[src/rtl/alu_dispatch.sv]
// rtl/alu_dispatch.sv - single-outstanding request dispatcher for a fixed-latency external ALU

module alu_dispatch #(
    parameter int WIDTH   = 8,
    parameter int ALU_LAT = 1
) (
    input  logic             clk,
    input  logic             rst,
    input  logic             req_valid,
    output logic             req_ready,
    input  logic [3:0]       req_opcode,
    input  logic [WIDTH-1:0] req_a,
    input  logic [WIDTH-1:0] req_b,
    input  logic             req_carry_in,
    input  logic             req_chain,
    output logic [3:0]       alu_opcode,
    output logic [WIDTH-1:0] alu_a,
    output logic [WIDTH-1:0] alu_b,
    output logic             alu_carry_in,
    input  logic [WIDTH-1:0] alu_sum,
    input  logic             alu_carry_out,
    output logic             rsp_valid,
    input  logic             rsp_ready,
    output logic [WIDTH-1:0] rsp_sum,
    output logic             rsp_carry,
    output logic             rsp_zero,
    output logic             carry_flag
);

    localparam logic [1:0] S_IDLE = 2'd0;
    localparam logic [1:0] S_WAIT = 2'd1;
    localparam logic [1:0] S_DONE = 2'd2;

    // Counter preload: capture lands exactly ALU_LAT edges after acceptance.
    localparam logic [3:0] LAT_M1 = 4'(ALU_LAT - 1);

    logic [1:0] state;
    logic [3:0] cnt;

    assign req_ready = (state == S_IDLE) && !rst;
    assign rsp_valid = (state == S_DONE);

    always_ff @(posedge clk) begin
        if (rst) begin
            state        <= S_IDLE;
            cnt          <= 4'd0;
            carry_flag   <= 1'b0;
            rsp_sum      <= '0;
            rsp_carry    <= 1'b0;
            rsp_zero     <= 1'b0;
            alu_opcode   <= 4'd0;
            alu_a        <= '0;
            alu_b        <= '0;
            alu_carry_in <= 1'b0;
        end else begin
            case (state)
                S_IDLE: begin
                    if (req_valid) begin
                        alu_opcode   <= req_opcode;
                        alu_a        <= req_a;
                        alu_b        <= req_b;
                        alu_carry_in <= req_chain ? carry_flag : req_carry_in;
                        cnt          <= LAT_M1;
                        state        <= S_WAIT;
                    end
                end
                S_WAIT: begin
                    if (cnt == 4'd0) begin
                        rsp_sum    <= alu_sum;
                        rsp_carry  <= alu_carry_out;
                        rsp_zero   <= (alu_sum == '0);
                        carry_flag <= alu_carry_out;
                        state      <= S_DONE;
                    end else begin
                        cnt <= cnt - 4'd1;
                    end
                end
                S_DONE: begin
                    // Consuming edge never doubles as an accept edge; IDLE comes first.
                    if (rsp_ready) begin
                        state <= S_IDLE;
                    end
                end
                default: state <= S_IDLE;
            endcase
        end
    end

endmodule

[config.mk]
export PLATFORM = sky130hd
export DESIGN_NAME = alu_dispatch
export DESIGN_NICKNAME = d
export VERILOG_FILES = /design/src/rtl/alu_dispatch.sv
export SDC_FILE = /design/constraint.sdc
export NUM_CORES = 1
export LEC_CHECK = 0
export CAP_MARGIN = 0
export CORE_UTILIZATION = 43
export CTS_CLUSTER_DIAMETER = 40
export DETAILED_ROUTE_END_ITERATION = 7
export HOLD_SLACK_MARGIN = 0.05
export PLACE_DENSITY = 0.81
export SYNTH_ARGS = -nofsm -noshare
export SYNTH_HDL_FRONTEND = slang
export SYNTH_SLANG_ARGS = --single-unit
[constraint.sdc]
create_clock -name clk -period 2.6 [get_ports clk]
set_input_delay 0.52 -clock clk [delete_from_list [all_inputs] [get_ports clk]]
set_output_delay 0.52 -clock clk [all_outputs]
set_load 0.005 [all_outputs]
==> summary.txt <==
Logic synthesis
  – Synth Area per Inst: 8.24 µm²
  – Mapped cell area: 1460 µm²
  – Adder-cell share of the synthesized area: 0.0172
  – Post-synth ARST share: 0
  – EDFF count, synth: 0
  – Post-synthesis compound-gate area fraction: 0.191
  – Synth cell types: 28
  – Top cells by area, synth: dfxtp_1 (51%), a21oi_1 (11%), nand2_1 (10%), o21ai_0 (4.1%), nand3_1 (3.4%)
  – Most common cell in the netlist: nand2_1
  – Post-Syn Instances: 177
  – Net count after synthesis: 214
  – Top cells by count, synth: nand2_1 (40), dfxtp_1 (37), a21oi_1 (33), o21ai_0 (12), clkbuf_1 (11)
  – Ys flop type: dfxtp_1
  – Largest family of logic cells by synthesized area: simple AND/OR/NAND/NOR gates
  – Multiplexer area fraction after synthesis: 0.00686
  – XOR/XNOR Fraction of Synth Area: 0
  – Synth area leader: dfxtp_1
  – Synth warn: 0
  – Yosys reg bits: 37
  – Post-Synth Simple-Gate Area: 0.232
  – Post-synthesis sequential area ratio: 0.508
  – Area fraction of the dominant cell type after synthesis: 0.508

Clock tree
  – CTS clk-pin slew, worst paths: 0.10 ns
  – CTS Hold Bufs: 0
  – CTS Buffer Depth: 2
  – H-Tree Level Count: 2
  – Setup bufs post-CTS: 0
  – Clock tree sinks: 37
  – Cts repair resizes: 0
  – CTS buffer count: 5
  – Clock Latency Late Sink: 0.33 ns
  – CTS Root Cell: clkbuf_4
  – TritonCTS clock tree: built

STA
  – # setup viols final: 0
  – Worst-Margin Slew: 0.780 ns
  – Final Critical Period: 2.12 ns
  – Fmax: 0.471 GHz
  – Final worst-path cycle share: 0.817
  – Final hold violation count: 0
  – Aggregate negative setup slack: 0 ns
  – Relative slew slack: 0.479
  – RSZ-0062 raised after global routing: false
  – Worst Skew: 0.00485 ns
  – Max-slew violations: 0
  – Worst setup margin: 0.477 ns

Route
  – Initial detailed-routing violation count: 93
  – DR WL/cell: 11.9 µm
  – DRC: 0
  – Vias per inst: 4.98
  – Vias: 1,433
  – WL final: 3420 µm
  – TritonRoute pass-1 iters: 4
  – Post-route ant nets: 0

Setup path
  – Critical-path maximum fanout: 2
  – CP dominant cell by count: clkdlybuf4s50_1
  – Slowest CP cell: clkdlybuf4s50_1
  – Reg2reg setup slack: 0.81 ns
  – Critical path's largest stage delay: 0.53 ns
  – Cell family with most CP delay: buffers and inverters
  – Req. time, crit path: 2.08 ns
  – Crit Path Class: input pin to primary output
  – Worst path cell trace: clkdlybuf4s50_1, nor3_1, clkdlybuf4s50_1
  – Worst setup EP type: primary output
  – Arr. time, crit path: 1.60 ns
  – Critical path buffer and inverter count: 2
  – CP startpoint kind: input pin

Power and ir drop
  – Flop pwr share: 0.454
  – Switching share of power: 0.329
  – Net Switching: 516 µW
  – Clock power frac: 0.178
  – Total power divided by cell area: 705 nW/µm²
  – Pint: 1.05 mW
  – Comb pwr share: 0.367
  – Leak pwr: 0.806 nW
  – VDD IR-drop max: 0.382 mV

Place
  – Placement Setup Slack: 0.459 ns
  – Port bufs: 68
  – Placer Congestion: 0.793
  – Placed cell count: 280
  – Detailed placer's ending HPWL: 2400 µm

Floorplan
  – Die Area: 3630 µm²
  – Initial Util: 0.466
  – Boundary Pins: 69
  – Num rows: 20
  – Die H: 60.2 µm
  – Core ar.: 3130 µm²
  – Die width: 60.2 µm

Layout
  – Register area: 741 µm²
  – Share of layout cells above drive strength 1: 0.0656
  – Fill cells: 271
  – Multi-input gate area: 653 µm²
  – Area Growth Syn to Fin: 52.3%
  – Final #Nets: 280
  – N_diodes: 0
  – Filler-free cell count of the finished design: 288

Worst hold path
  – Min-delay worst type: flip-flop to flip-flop

Job
  – Total of max-cap violations: 0

GRT
  – Total GRT Usage: 0.206
  – Initial antenna violation count: 0
  – Number of global-route vias before repair: 1,289
  – Largest net degree at the start of global routing: 38
  – GR Overflow Total: 0
  – First-pass GRT wire length: 5610 µm

Status
  – Status: completed
-- worst register-to-register path: stages, from the launching register on --
cell	delay, ns
dfxtp_1	0.33
inv_1	0.09
ha_1	0.17
nor3b_1	0.59
buf_4	0.27
nand4_1	0.10
a21oi_1	0.18
-- placed cells by master, fill, tap and decap left out, drive strengths merged, types with 3 or more instances in the layout --
cell / count
buf: 4
a21oi: 33
clkdlybuf4s50: 68
inv: 3
dfxtp: 37
a211oi: 3
nor4: 3
nor3b: 3
o21ai: 12
nand3: 10
nand2: 40
clkbuf: 6
-- metrics by stage --
step           hold slack, ns  power [mW]  area [µm²]  utilization
3_3_place_gp            0.441        1.30        2170        0.694
5_1_grt                 0.478        1.68        2220        0.710
3_5_place_dp            0.446        1.30        2170        0.694
2_1_floorplan           0.453        1.03        1460            -
4_1_cts                 0.460        1.58        2220        0.710
6_report                0.458        1.57        2220        0.710
-- cell type report --
type | instances | area share
tap | 44 | 0.0248
clock inverter | 2 | 0.00450
inverter | 3 | 0.00507
multi-input combinational | 124 | 0.294
timing repair buffer | 72 | 0.320
clock buffer | 6 | 0.0186
sequential | 37 | 0.333
-- registers in the layout, summed over array words and instances, names as in the netlist --
| name | cells |
|---|---|
| alu_a | 8 |
| alu_b | 8 |
| alu_carry_in | 1 |
| alu_opcode | 4 |
| carry_flag | 1 |
| cnt | 4 |
| rsp_sum | 8 |
| rsp_zero | 1 |
| state | 2 |
-- cells by family (layout without fill, tap and decap cells) --
| family | Yosys count | count (layout) |
|---|---|---|
| flops | 37 | 37 |
| simple gates | 70 | 70 |
| compound gates | 51 | 51 |
| mux | 1 | 1 |
| buf+inv | 16 | 83 |
| fa+ha+maj | 2 | 2 |
-- final timing paths --
path / startpoint / to / cells past startpoint
worst min-delay path: alu_b[6] / alu_b[6] / 2
worst min register to register: alu_b[6] / alu_b[6] / 2
worst max-delay path: rst / req_ready / 3
worst max register to register: cnt[0] / rsp_zero / 6
-- power by group through the flow --
stage	registers [mW]	logic (mW)	clock network, mW
after CTS	0.712	0.582	0.289
after detailed placement	0.724	0.579	0
after global placement	0.722	0.574	0
after floorplan	0.720	0.310	0
after global routing	0.724	0.639	0.316
final	0.712	0.576	0.280
-- routing by layer --
layer  wire [µm]  vias up  track usage
met5           0        -            0
met4          59        0       0.0897
met3         286        7       0.0541
met2        1550       57        0.333
met1        1520      625        0.256
li1            -      744            -
(Power assumes the default switching activity.)
